$ cat config.mk
export PLATFORM = sky130hd
export DESIGN_NAME = pc_gen_flat
export DESIGN_NICKNAME = d
export VERILOG_FILES = /design/src/rtl/pc_gen_if.sv /design/src/rtl/pc_gen.sv /design/src/flat_wrapper.sv
export SDC_FILE = /design/constraint.sdc
export NUM_CORES = 1
export LEC_CHECK = 0
export CORE_AREA = 2 2 160 193
export DETAILED_ROUTE_END_ITERATION = 12
export DIE_AREA = 0 0 162 195
export PLACE_DENSITY = 0.81
export SLEW_MARGIN = 15
export SYNTH_ARGS = -nofsm -noshare
export SYNTH_HDL_FRONTEND = slang
export SYNTH_SLANG_ARGS = --single-unit
export TNS_END_PERCENT = 20
$ cat constraint.sdc
create_clock -name clk -period 9.6 [get_ports clk]
set_input_delay 1.44 -clock clk [delete_from_list [all_inputs] [get_ports clk]]
set_output_delay 1.44 -clock clk [all_outputs]
set_load 0.01 [all_outputs]
$ cat src/rtl/pc_gen_if.sv
// Fetch-PC control bus: hazard/execute/decode inputs toward the PC
// generator, and the generator's PC and RAS status back out.
interface pc_gen_if #(
  parameter int XLEN = 64
);
  logic            stall;
  logic            redirect;
  logic [XLEN-1:0] redirect_pc;
  logic            trap;
  logic [XLEN-1:0] trap_vec;
  logic            ras_push;
  logic            ras_pop;
  logic [XLEN-1:0] pc_out;
  logic [XLEN-1:0] pc_next;
  logic            ras_empty;
  logic            ras_full;
  logic            ras_hit;

  // Driver side (pipeline control / testbench)
  modport master (
    output stall, redirect, redirect_pc, trap, trap_vec, ras_push, ras_pop,
    input  pc_out, pc_next, ras_empty, ras_full, ras_hit
  );

  // PC generator side
  modport slave (
    input  stall, redirect, redirect_pc, trap, trap_vec, ras_push, ras_pop,
    output pc_out, pc_next, ras_empty, ras_full, ras_hit
  );
endinterface

$ cat src/rtl/pc_gen.sv
// Fetch-stage program counter with a circular return-address stack.
// Next-PC priority: reset, trap, redirect, stall hold, RAS pop, PC+INC.
module pc_gen #(
  parameter int          XLEN      = 64,
  parameter logic [63:0] RESET_VEC = 64'h0,
  parameter int          INC       = 4,
  parameter int          DEPTH     = 4
) (
  input logic     clk,
  input logic     reset,
  pc_gen_if.slave bus
);
  localparam int PW = $clog2(DEPTH);
  localparam logic [PW:0] CNT_FULL = (PW+1)'(DEPTH);

  logic [XLEN-1:0] r_pc;
  logic [XLEN-1:0] r_ras [DEPTH];
  logic [PW-1:0]   r_top;
  logic [PW:0]     r_cnt;

  logic [XLEN-1:0] w_seq;
  logic [XLEN-1:0] w_next;
  logic            w_adv;
  logic            w_nonempty;
  logic            w_hit;
  logic [PW-1:0]   w_top_inc;
  logic [PW-1:0]   w_top_dec;
  logic            w_ras_we;
  logic [PW-1:0]   w_ras_wa;
  logic [PW-1:0]   w_top_nxt;
  logic [PW:0]     w_cnt_nxt;

  // Next-PC selection; stack is only consulted when nothing higher-priority fires
  always_comb begin
    w_seq      = r_pc + XLEN'(INC);
    w_adv      = !bus.trap && !bus.redirect && !bus.stall;
    w_nonempty = (r_cnt != '0);
    w_hit      = w_adv && bus.ras_pop && w_nonempty;
    w_top_inc  = r_top + PW'(1);
    w_top_dec  = r_top - PW'(1);
    if (bus.trap)          w_next = bus.trap_vec;
    else if (bus.redirect) w_next = bus.redirect_pc;
    else if (bus.stall)    w_next = r_pc;
    else if (w_hit)        w_next = r_ras[r_top];
    else                   w_next = w_seq;
  end

  // RAS pointer/count/write control; push+pop on a non-empty stack swaps the top in place
  always_comb begin
    w_ras_we  = 1'b0;
    w_ras_wa  = r_top;
    w_top_nxt = r_top;
    w_cnt_nxt = r_cnt;
    if (bus.trap) begin
      w_top_nxt = '0;
      w_cnt_nxt = '0;
    end else if (w_adv) begin
      if (bus.ras_push && bus.ras_pop && w_nonempty) begin
        w_ras_we = 1'b1;
      end else if (bus.ras_push) begin
        // When full this lands on the oldest entry, overwriting it
        w_ras_we  = 1'b1;
        w_ras_wa  = w_top_inc;
        w_top_nxt = w_top_inc;
        if (r_cnt != CNT_FULL) w_cnt_nxt = r_cnt + (PW+1)'(1);
      end else if (bus.ras_pop && w_nonempty) begin
        w_top_nxt = w_top_dec;
        w_cnt_nxt = r_cnt - (PW+1)'(1);
      end
    end
  end

  // PC and stack bookkeeping registers
  always_ff @(posedge clk) begin
    if (reset) begin
      r_pc  <= XLEN'(RESET_VEC);
      r_top <= '0;
      r_cnt <= '0;
    end else begin
      r_pc  <= w_next;
      r_top <= w_top_nxt;
      r_cnt <= w_cnt_nxt;
    end
  end

  // Stack storage; contents need no reset since they are read only when count>0
  always_ff @(posedge clk) begin
    if (!reset && w_ras_we) r_ras[w_ras_wa] <= w_seq;
  end

  assign bus.pc_out    = r_pc;
  assign bus.pc_next   = w_next;
  assign bus.ras_empty = (r_cnt == '0);
  assign bus.ras_full  = (r_cnt == CNT_FULL);
  assign bus.ras_hit   = w_hit;
endmodule

$ cat src/flat_wrapper.sv
// flat-port wrapper written by rule: the top's interface ports become plain ports
module pc_gen_flat 
#(
  parameter int          XLEN      = 64,
  parameter logic [63:0] RESET_VEC = 64'h0,
  parameter int          INC       = 4,
  parameter int          DEPTH     = 4
)
  (clk, reset, bus_stall, bus_redirect, bus_redirect_pc, bus_trap, bus_trap_vec, bus_ras_push, bus_ras_pop, bus_pc_out, bus_pc_next, bus_ras_empty, bus_ras_full, bus_ras_hit);
  pc_gen_if #(.XLEN(XLEN)) bus_i ();
  input logic clk;
  input logic reset;
  input wire logic [$bits(bus_i.stall)-1:0] bus_stall;
  input wire logic [$bits(bus_i.redirect)-1:0] bus_redirect;
  input wire logic [$bits(bus_i.redirect_pc)-1:0] bus_redirect_pc;
  input wire logic [$bits(bus_i.trap)-1:0] bus_trap;
  input wire logic [$bits(bus_i.trap_vec)-1:0] bus_trap_vec;
  input wire logic [$bits(bus_i.ras_push)-1:0] bus_ras_push;
  input wire logic [$bits(bus_i.ras_pop)-1:0] bus_ras_pop;
  output wire logic [$bits(bus_i.pc_out)-1:0] bus_pc_out;
  output wire logic [$bits(bus_i.pc_next)-1:0] bus_pc_next;
  output wire logic [$bits(bus_i.ras_empty)-1:0] bus_ras_empty;
  output wire logic [$bits(bus_i.ras_full)-1:0] bus_ras_full;
  output wire logic [$bits(bus_i.ras_hit)-1:0] bus_ras_hit;
  assign bus_i.stall = bus_stall;
  assign bus_i.redirect = bus_redirect;
  assign bus_i.redirect_pc = bus_redirect_pc;
  assign bus_i.trap = bus_trap;
  assign bus_i.trap_vec = bus_trap_vec;
  assign bus_i.ras_push = bus_ras_push;
  assign bus_i.ras_pop = bus_ras_pop;
  assign bus_pc_out = bus_i.pc_out;
  assign bus_pc_next = bus_i.pc_next;
  assign bus_ras_empty = bus_i.ras_empty;
  assign bus_ras_full = bus_i.ras_full;
  assign bus_ras_hit = bus_i.ras_hit;
  pc_gen #(.XLEN(XLEN), .RESET_VEC(RESET_VEC), .INC(INC), .DEPTH(DEPTH)) u_core (.clk(clk), .reset(reset), .bus(bus_i));
endmodule
==> run metrics <==
CTS tree built; skew final 11.95 ps; final worst setup slack 3150 ps; Detail Route Antenna Nets 0; ant diodes 0; Post-CTS Hold Buffers 0; Tmin final 6450 ps; DR WL/cell 27.09 um; cts repair resizes 0; core area 29530 sq um; CP max-delay cell nor2_1; clock latency on the worst-skew pair 520 ps; vias in the first global route 13240; vias per cell 6.832; headroom to the max-slew limit 22.03%; Syn Area/Cell 12.42 sq um; unrepaired setup endpoints after global routing no; crit path to bus_pc_next[35]; Area growth, synth to finish 25.47%; CTS root buf clkbuf_16; fin crit share 67.19%; Worst R2R Setup Slack 5870 ps; CP Max Fanout 60; HP Class reg2reg; post-route setup TNS 0 ps; area of the multi-input gates 6546 sq um; largest net degree at the start of global routing 61; R2R cell count 7; Die Span X 162 um; Row Count 69; initial antenna violation count 1; layout cells sized above 1 12.27%; Crit path largest cell delay 740 ps; starting DRC count in detailed routing 2008; Nets 1662; IO Port Bufs 265; power per cell area 168.8 nW/um^2; final cell count without fillers 1939; Most used DFF post-synth edfxtp_1; Fin. Hold Viols 0; filler cell count 2058; Worst EP arrival 5010 ps; grt total ovfl 0; yosys warns 0; Post-CTS Repair Setup Buffers 0; Synth Instances 1298; worst-path cell chain buf_2 > buf_4 > nor3_1 > nand2_2 > inv_2 > nor2_1 > or4b_1 > a31oi_1 > clkdlybuf4s50_1; Die ar. 31590 sq um; CP Launch Type primary input; first drt pass iteration count 6; most frequent cell after synthesis edfxtp_1; family with the most delay on the worst path simple AND/OR/NAND/NOR gates; Synth Cell Area 16120 sq um; Worst-Margin Slew 1169 ps; Reg clk slew, reported paths 60 ps; register area 9114 sq um; global-route wire length before repair 77.90 mm; DRC 0; Setup CP Type in2out; HPWL Detailed 33.80 mm; asr flop ratio synth 0%; Max clock buf depth 3; Distinct cells, synth 87; number of flops mapped to enable cells by yosys 256; worst slack at placement 3333 ps; Leakage 6.738 nW; CTS H-tree depth 2; via count 13250; Final Slew Violations 0; CP startpoint bus_stall; Max Cap Viol 0; worst ir drop on vdd 0.1214 mV; Worst EP required 8160 ps; FMAX 155.0 MHz; Synth top area share 47.69%; status finished clean; Buf/Inv on CP 4; # clock sinks 327; Synth Register Bits 327; GPL Wtd Cong 0.9469; CP endpoint kind output pin; Top Ports 266; total CTS buffers 34; synth top area cells edfxtp_1 48%, mux4_2 8.9%, dfxtp_1 8.8%, nand2_1 2.2%, xnor2_1 2.2%; dpl cells 1877; leading area contributor after synthesis edfxtp_1; final wirelength 52.54 mm; # setup viols final 0; Crit path depth 9; GR Util All Layers 32.77%; DIE HEIGHT 195 um; Syn Nets 1437; initial core utilization 54.60%; Commonest cells post-synth 256 x edfxtp_1, 96 x nand2_1, 81 x nor2_1; register area share after synthesis 56.50%; R2R Path End u_core.r_ras[3][32]$_DFFE_PP_; Critical R2R Launch u_core.r_cnt[0]$_SDFFE_PP0P_
[how the worst min path moves through the flow]
stage               slack (ps)  cells after the start                            to                       startpoint
floorplan                  480                      0  u_core.r_ras[0][0]$_DFFE_PP_  u_core.bus.pc_out[0]$_SDFF_PP0_
global placement           540                      0  u_core.r_ras[0][1]$_DFFE_PP_  u_core.bus.pc_out[1]$_SDFF_PP0_
detailed placement         550                      0  u_core.r_ras[1][0]$_DFFE_PP_  u_core.bus.pc_out[0]$_SDFF_PP0_
CTS                        560                      0  u_core.r_ras[3][0]$_DFFE_PP_  u_core.bus.pc_out[0]$_SDFF_PP0_
global route               580                      0  u_core.r_ras[1][0]$_DFFE_PP_  u_core.bus.pc_out[0]$_SDFF_PP0_
finish                     560                      0  u_core.r_ras[1][0]$_DFFE_PP_  u_core.bus.pc_out[0]$_SDFF_PP0_
[report_power, final]
| group | internal (W) | switching, W | total [W] |
|---|---|---|---|
| registers | 0.00156 | 0.0000566 | 0.00161 |
| logic | 0.000200 | 0.000197 | 0.000398 |
| clock network | 0.000853 | 0.000550 | 0.00140 |
[sequential cells by signal, summed over array words and instances, names as in the netlist, named ones only]
signal,flops
u_core.r_ras,256
u_core.bus.pc_out,64
u_core.r_cnt,3
u_core.r_top,2
[routing by layer]
layer  wire (um)  part of all wire (%)  vias to the layer above  global-route usage [%]
li1            -                     -                     5560                       -
met1       18210                    35                     6365                   43.00
met2       24650                    47                     1078                   51.74
met3        6626                    13                      242                   6.818
met4        3034                   5.8                        2                   17.01
met5          13                 0.025                        -                       0
[metrics by stage]
step           total power (W)  hold slack, ps  cell area, sq um  util (%)
2_1_floorplan         0.001804           482.9             16120         -
5_1_grt               0.003497           579.2             20230     68.50
3_3_place_gp          0.002022           541.5             19030     64.45
3_5_place_dp          0.002030           552.6             19030     64.45
6_report              0.003415           561.7             20230     68.50
4_1_cts               0.003413           562.2             20230     68.50
[layout by cell type (no fill, tap or decap), types with 19 or more instances in the layout]
cell type and instances:
buf_4 21, clkdlybuf4s50_1 262, inv_1 20, mux4_2 64
a21oi_1 61, nor2_1 75, o21ai_0 29, nand4_1 37
dfxtp_1 69, nand2_1 96, clkbuf_16 37, xor2_1 23
o221ai_1 21, and3_1 26, xnor2_1 40, edfxtp_1 256
nor3_1 40, o22ai_1 19, nand3_1 39, and2_1 36
[final cells by class]
class / count / share of cell area [%]
Clock inverter: 19 / 1.126
Multi-Input combinational cell: 851 / 32.37
Sequential cell: 327 / 45.06
Timing Repair Buffer: 286 / 13.82
Clock buffer: 43 / 4.788
Inverter: 23 / 0.4268
Tap cell: 390 / 2.413
[logic make-up (layout without fill, tap and decap cells)]
| family | count (synthesis) | in the layout | synth area share [%] |
|---|---|---|---|
| flip-flops | 327 | 327 | 56.50 |
| buffers and inverters | 120 | 371 | 3.128 |
| adder cells (fa/ha/maj) | 4 | 4 | 0.3571 |
| multiplexers | 82 | 82 | 10.08 |
| AND/OR/NAND/NOR | 437 | 437 | 14.85 |
| AO/OA/AOI/OAI | 265 | 265 | 11.66 |
| XOR/XNOR | 63 | 63 | 3.423 |
(Power assumes the default switching activity.)
